===== src/rtl/board_editor_pkg.sv =====
// rtl/board_editor_pkg.sv - shared board geometry, position/word types and editor FSM states
package board_editor_pkg;

  localparam int BOARD_SIZE     = 256;
  localparam int LOG_BOARD_SIZE = 8;
  localparam int WORD_SIZE      = 16;
  localparam int LOG_WORD_SIZE  = 4;
  localparam int LOG_MAX_ADDR   = 12;
  localparam int WORDS_PER_ROW  = BOARD_SIZE / WORD_SIZE;
  localparam int MAX_ADDR       = BOARD_SIZE * BOARD_SIZE / WORD_SIZE;

  typedef logic [LOG_BOARD_SIZE-1:0] coord_t;
  typedef logic [LOG_MAX_ADDR-1:0]   addr_t;
  typedef logic [WORD_SIZE-1:0]      word_t;

  typedef struct packed {
    coord_t x;
    coord_t y;
  } pos_t;

  typedef enum logic [2:0] {
    IDLE,
    RD_ADDR,
    RD_W1,
    RD_W2,
    WRITE,
    CLEAR
  } editor_state_t;

endpackage


===== src/rtl/board_editor_if.sv =====
// rtl/board_editor_if.sv - board BRAM port B (read + write) bundle
interface board_editor_if;

  board_editor_pkg::addr_t addr_r_out;
  board_editor_pkg::word_t data_r_in;
  board_editor_pkg::addr_t addr_w_out;
  board_editor_pkg::word_t data_w_out;
  logic                    we_out;

  modport master (
    output addr_r_out,
    output addr_w_out,
    output data_w_out,
    output we_out,
    input  data_r_in
  );

  modport slave (
    input  addr_r_out,
    input  addr_w_out,
    input  data_w_out,
    input  we_out,
    output data_r_in
  );

endinterface


===== src/rtl/board_editor_cell_addr_calc.sv =====
// rtl/board_editor_cell_addr_calc.sv - board (x,y) to memory word address and one-hot cell mask
module board_editor_cell_addr_calc
  import board_editor_pkg::*;
(
  input  pos_t  pos_i,
  output addr_t addr_o,
  output word_t mask_o
);

  logic [LOG_WORD_SIZE-1:0] bit_idx;

  // y*WORDS_PER_ROW + (x >> LOG_WORD_SIZE); both factors are powers of two so this is a concatenation
  assign addr_o = {pos_i.y, pos_i.x[LOG_BOARD_SIZE-1:LOG_WORD_SIZE]};

  // WORD_SIZE-1-x[3:0]: leftmost cell sits in the MSB
  assign bit_idx = ~pos_i.x[LOG_WORD_SIZE-1:0];
  assign mask_o  = word_t'(1) << bit_idx;

endmodule


===== src/rtl/board_editor.sv =====
// rtl/board_editor.sv - applies cell toggles and full-board clears to BRAM port B during blanking
module board_editor
  import board_editor_pkg::*;
(
  input  logic           clk_130mhz,
  input  logic           rst_in,
  input  logic           blank_in,
  input  logic           toggle_in,
  input  logic           clear_in,
  input  coord_t         cursor_x_in,
  input  coord_t         cursor_y_in,
  board_editor_if.master bram,
  output logic           busy_out
);

  localparam logic [LOG_MAX_ADDR:0] LAST_WORD = (LOG_MAX_ADDR+1)'(MAX_ADDR - 1);

  editor_state_t         state_q, state_d;
  logic                  toggle_pend_q, toggle_pend_d;
  logic                  clear_pend_q, clear_pend_d;
  pos_t                  tpos_q, tpos_d;
  logic [LOG_MAX_ADDR:0] cnt_q, cnt_d;
  addr_t                 raddr_q, raddr_d;
  word_t                 mask_q, mask_d;
  word_t                 word_q, word_d;
  logic                  busy_q, busy_d;

  addr_t                 calc_addr;
  word_t                 calc_mask;
  logic                  we_w;
  addr_t                 waddr_w;
  word_t                 wdata_w;
  logic                  abort_w;

  board_editor_cell_addr_calc u_calc (
    .pos_i  (tpos_q),
    .addr_o (calc_addr),
    .mask_o (calc_mask)
  );

  // Leaving blanking, or a clear superseding the toggle, drops an in-flight read-modify-write
  assign abort_w = !blank_in || clear_pend_q;

  always_comb begin
    state_d       = state_q;
    toggle_pend_d = toggle_pend_q;
    clear_pend_d  = clear_pend_q;
    tpos_d        = tpos_q;
    cnt_d         = cnt_q;
    raddr_d       = raddr_q;
    mask_d        = mask_q;
    word_d        = word_q;
    we_w          = 1'b0;
    waddr_w       = '0;
    wdata_w       = '0;

    case (state_q)
      IDLE: begin
        if (blank_in && clear_pend_q) begin
          state_d = CLEAR;
          cnt_d   = '0;
        end else if (blank_in && toggle_pend_q) begin
          state_d = RD_ADDR;
          raddr_d = calc_addr;
          mask_d  = calc_mask;
        end
      end
      RD_ADDR: state_d = abort_w ? IDLE : RD_W1;
      RD_W1:   state_d = abort_w ? IDLE : RD_W2;
      RD_W2: begin
        if (abort_w) begin
          state_d = IDLE;
        end else begin
          word_d  = bram.data_r_in;
          state_d = WRITE;
        end
      end
      WRITE: begin
        state_d = IDLE;
        if (!abort_w) begin
          we_w          = 1'b1;
          waddr_w       = raddr_q;
          wdata_w       = word_q ^ mask_q;
          toggle_pend_d = 1'b0;
        end
      end
      CLEAR: begin
        if (blank_in) begin
          we_w    = 1'b1;
          waddr_w = cnt_q[LOG_MAX_ADDR-1:0];
          cnt_d   = cnt_q + 1'b1;
          if (cnt_q == LAST_WORD) begin
            clear_pend_d = 1'b0;
            state_d      = IDLE;
          end
        end
      end
      default: state_d = IDLE;
    endcase

    // New requests are applied after the FSM so they win over same-cycle completion
    if (toggle_in && !clear_in) begin
      toggle_pend_d = 1'b1;
      tpos_d.x      = cursor_x_in;
      tpos_d.y      = cursor_y_in;
    end
    if (clear_in) begin
      clear_pend_d = 1'b1;
    end
    if (clear_pend_d) begin
      toggle_pend_d = 1'b0;
    end

    busy_d = toggle_pend_d || clear_pend_d || (state_d != IDLE);
  end

  always_ff @(posedge clk_130mhz or posedge rst_in) begin
    if (rst_in) begin
      state_q       <= IDLE;
      toggle_pend_q <= 1'b0;
      clear_pend_q  <= 1'b0;
      tpos_q        <= '0;
      cnt_q         <= '0;
      raddr_q       <= '0;
      mask_q        <= '0;
      word_q        <= '0;
      busy_q        <= 1'b0;
    end else begin
      state_q       <= state_d;
      toggle_pend_q <= toggle_pend_d;
      clear_pend_q  <= clear_pend_d;
      tpos_q        <= tpos_d;
      cnt_q         <= cnt_d;
      raddr_q       <= raddr_d;
      mask_q        <= mask_d;
      word_q        <= word_d;
      busy_q        <= busy_d;
    end
  end

  assign bram.addr_r_out = raddr_q;
  assign bram.we_out     = we_w;
  assign bram.addr_w_out = waddr_w;
  assign bram.data_w_out = wdata_w;
  assign busy_out        = busy_q;

endmodule


===== src/flat_wrapper.sv =====
// flat-port wrapper written by rule: the top's interface ports become plain ports
module board_editor_flat import board_editor_pkg::*;
  (clk_130mhz, rst_in, blank_in, toggle_in, clear_in, cursor_x_in, cursor_y_in, busy_out, bram_addr_r_out, bram_addr_w_out, bram_data_w_out, bram_we_out, bram_data_r_in);
  board_editor_if bram_i ();
  input  logic clk_130mhz;
  input  logic rst_in;
  input  logic blank_in;
  input  logic toggle_in;
  input  logic clear_in;
  input  coord_t cursor_x_in;
  input  coord_t cursor_y_in;
  output logic busy_out;
  output wire logic [$bits(bram_i.addr_r_out)-1:0] bram_addr_r_out;
  output wire logic [$bits(bram_i.addr_w_out)-1:0] bram_addr_w_out;
  output wire logic [$bits(bram_i.data_w_out)-1:0] bram_data_w_out;
  output wire logic [$bits(bram_i.we_out)-1:0] bram_we_out;
  input wire logic [$bits(bram_i.data_r_in)-1:0] bram_data_r_in;
  assign bram_addr_r_out = bram_i.addr_r_out;
  assign bram_addr_w_out = bram_i.addr_w_out;
  assign bram_data_w_out = bram_i.data_w_out;
  assign bram_we_out = bram_i.we_out;
  assign bram_i.data_r_in = bram_data_r_in;
  board_editor u_core (.clk_130mhz(clk_130mhz), .rst_in(rst_in), .blank_in(blank_in), .toggle_in(toggle_in), .clear_in(clear_in), .cursor_x_in(cursor_x_in), .cursor_y_in(cursor_y_in), .bram(bram_i), .busy_out(busy_out));
endmodule

===== config.mk =====
export PLATFORM = sky130hd
export DESIGN_NAME = board_editor_flat
export DESIGN_NICKNAME = d
export VERILOG_FILES = /design/src/rtl/board_editor_pkg.sv /design/src/rtl/board_editor_if.sv /design/src/rtl/board_editor_cell_addr_calc.sv /design/src/rtl/board_editor.sv /design/src/flat_wrapper.sv
export SDC_FILE = /design/constraint.sdc
export NUM_CORES = 1
export LEC_CHECK = 0
export BUFFER_PORTS_ARGS = -buffer_cell sky130_fd_sc_hd__buf_2
export CAP_MARGIN = 25
export CORE_MARGIN = 3
export CORE_UTILIZATION = 49
export CTS_BUF_LIST = sky130_fd_sc_hd__clkbuf_16
export DETAILED_ROUTE_END_ITERATION = 10
export PLACE_DENSITY_LB_ADDON = 0.08
export SYNTH_ARGS = -nofsm -noshare
export SYNTH_HDL_FRONTEND = slang
export SYNTH_SLANG_ARGS = --single-unit
export TNS_END_PERCENT = 1

===== constraint.sdc =====
create_clock -name clk_130mhz -period 2.2 [get_ports clk_130mhz]
set_input_delay 0.22 -clock clk_130mhz [delete_from_list [all_inputs] [get_ports clk_130mhz]]
set_output_delay 0.22 -clock clk_130mhz [all_outputs]
set_load 0.01 [all_outputs]

==> metrics.csv <==
metric,value,unit
status,"complete, no violations",
nFillCells,616,
synth_most_common_cell,dfrtp_1,
postLayoutCellArea,4480,um^2
synth_top_area_cell,dfrtp_1,
finalWorstSetupSlack,0.143,ns
slowest_delay,0.63,ns
async_flop_share,100,%
crit_type,flop to output pin,
cap_violations,0,
rows,30,
ir_drop,452,uV
syn_area,3680,um^2
fmax,486,MHz
place_area,4210,um^2
ys_seq_area_share,53.7,%
endpoint_kind,output pin,
grt_pass1_vias,2633,
synth.avg_cell_area,11.9,um^2
timing.critical_path.from,u_core.state_q[1]$_DFF_PP0_,
track_usage,19.8,%
synth_top_area_share,53.7,%
power.leakage,2.11,nW
r2r_slack,0.19,ns
clk_pin_slew,0.06,ns
dieArea,8580,um^2
path_depth,3,
crit_family,simple AND/OR/NAND/NOR gates,
grt_pass1_wl,13200,um
vias,2701,
ys_warn_count,0,
firstDrtPassIters,4,
antenna_left,0,
crit_buf_inv,1,
crit_path_end,bram_addr_w_out[1],
wl_per_cell,16.1,um
port_buffers,78,
tritoncts,yes,
insertion_delay,0.33,ns
synth_cell_types,42,
fp.dieW,92.6,um
min_period,2.06,ns
setup-violations-final,0,
synth_cells,310,
drt-total-wl,8030,um
max-slew-margin-rel,65.3,%
worstHoldPathType,primary input to flop,
gp_congestion,0.795,
area_growth,21.9,%
die_h,92.6,um
clock_sinks,79,
dp_slack,0.215,ns
clock_path_buffers,2,
io_pins,79,
grt_antenna_before_repair,0,
rsz0062_at_grt,no,
setup_tns,0,ns
cts_made_buffers,9,
post-route-period-util,93.5,%
r2r-end,u_core.cnt_q[9]$_DFFE_PP0P_,
finalMaxSlewViolations,0,
slowest_stage,and4b_1,
r2r_start,u_core.state_q[2]$_DFF_PP0_,
synth_edf_count,0,
drive_gt1_share,39.7,%
fp.coreArea,7020,um^2
path_max_fanout,12,
clockRootBuffer,clkbuf_16,
syn_nets,348,
crit_path_start_kind,flop,
hold_viol,0,
synthTopCellsByCount,"dfrtp_1, mux2_2, nand2_1, nor2_1, xnor2_1",
synth_area_leaders,"dfrtp_1, mux2_2, xnor2_1",
synth_ff_type,dfrtp_1,
worstPathRequired,1.98,ns
drt-vias-per-instance,5.43,
grt_max_degree,56,
start_util,52.4,%
drt_iter0_drc,103,
antenna_cells,0,
synth_seq_cells,79,
route.detailed.drc,0,
fin_worst_skew,0.00541,ns
worst-slew-pin-transition,0.516,ns
worstPathCellList,and4b_1 -> a22o_1 -> buf_2,
rr_worst_depth,4,
arrival,1.84,ns
overflow,0,
cts_htree_levels,3,
nets,434,
dp_hpwl,5700,um
power.density,758,nW/um^2
==> stage by stage <==
stage	power (mW)	util, %	hold slack [ns]	cells
floorplan	2.00	-	0.287	310
global placement	2.09	60.0	0.327	480
detailed placement	2.11	60.0	0.326	480
CTS	3.44	63.9	0.109	497
global route	3.55	63.9	0.113	497
finish	3.40	63.9	0.118	497
==> cell usage in the layout (no fill, tap or decap), types with 5 or more instances in the layout <==
master     instances
a21oi_1            7
xnor2_1           19
buf_4             10
mux2_2            45
dfrtp_1           79
buf_2             78
o41ai_1            7
clkinv_2           5
a22o_1            11
nand2b_1           6
nor2_1            22
clkbuf_16          9
o31ai_1           12
nand2_1           30
o21ai_0            7
or4_1              5
==> state kept, by name, summed over array words and instances, names as in the netlist, 3 cells and up <==
register,flops
u_core.bram.addr_r_out,12
u_core.cnt_q,13
u_core.mask_q,16
u_core.state_q,3
u_core.tpos_q,16
u_core.word_q,16
==> final cells by class <==
type	count	area, um^2	share of cell area (%)
clock buffer	9	225	5.02
clock inverter	7	37.5	0.837
inverter	3	15.0	0.335
multi-input combinational	212	1590	35.5
sequential	79	1980	44.1
tap	96	120	2.68
timing repair buffer	91	515	11.5
==> report_power, final <==
group          total, mW  switching [mW]  internal (mW)
sequential          1.64          0.0955           1.54
clock               1.32           0.562          0.753
combinational      0.442           0.241          0.202
==> worst min-delay path by stage <==
| stage | from | end | slack, ns | depth (start not counted) |
|---|---|---|---|---|
| 2_1_floorplan | clear_in | u_core.toggle_pend_q$_DFF_PP0_ | 0.29 | 1 |
| 3_3_place_gp | rst_in | u_core.tpos_q[9]$_DFFE_PP0P_ | 0.33 | 3 |
| 3_5_place_dp | rst_in | u_core.mask_q[11]$_DFFE_PP0P_ | 0.33 | 3 |
| 4_1_cts | clear_in | u_core.toggle_pend_q$_DFF_PP0_ | 0.11 | 2 |
| 5_1_grt | cursor_x_in[2] | u_core.tpos_q[10]$_DFFE_PP0P_ | 0.11 | 2 |
| 6_report | cursor_y_in[1] | u_core.tpos_q[1]$_DFFE_PP0P_ | 0.12 | 2 |
==> what timing repair did <==
item                                   CTS  global route
buffers inserted                         0             0
setup endpoints to repair                0            12
hold buffers                             1             0
endpoints found under the hold margin   79             0
resized for setup                        0             1
==> cells by family (layout without fill, tap and decap cells) <==
family | Yosys count | in the layout | share of synthesized area (%)
buffers and inverters | 19 | 110 | 3.13
xor gates and xnor gates | 20 | 20 | 4.76
AOI/OAI and AO/OA | 52 | 52 | 11.0
muxes | 45 | 45 | 13.8
adders and majority gates | 1 | 1 | 0.340
DFF | 79 | 79 | 53.7
and+or+nand+nor | 94 | 94 | 13.3
==> layer usage <==
| metal | track usage [%] | up-vias | routed length (um) |
|---|---|---|---|
| met5 | 0 | - | 0 |
| met4 | 7.33 | 0 | 99 |
| met3 | 2.84 | 9 | 345 |
| met2 | 31.1 | 64 | 3770 |
| met1 | 28.0 | 1326 | 3810 |
| li1 | - | 1302 | - |
==> worst reg2reg max path: stages (launching register included) <==
cell     delay [ns]
dfrtp_1        0.48
or3b_4         0.43
a21o_2         0.31
nor4_1         0.31
mux2_2         0.37
Note: power is estimated with default switching activity, not from simulation.
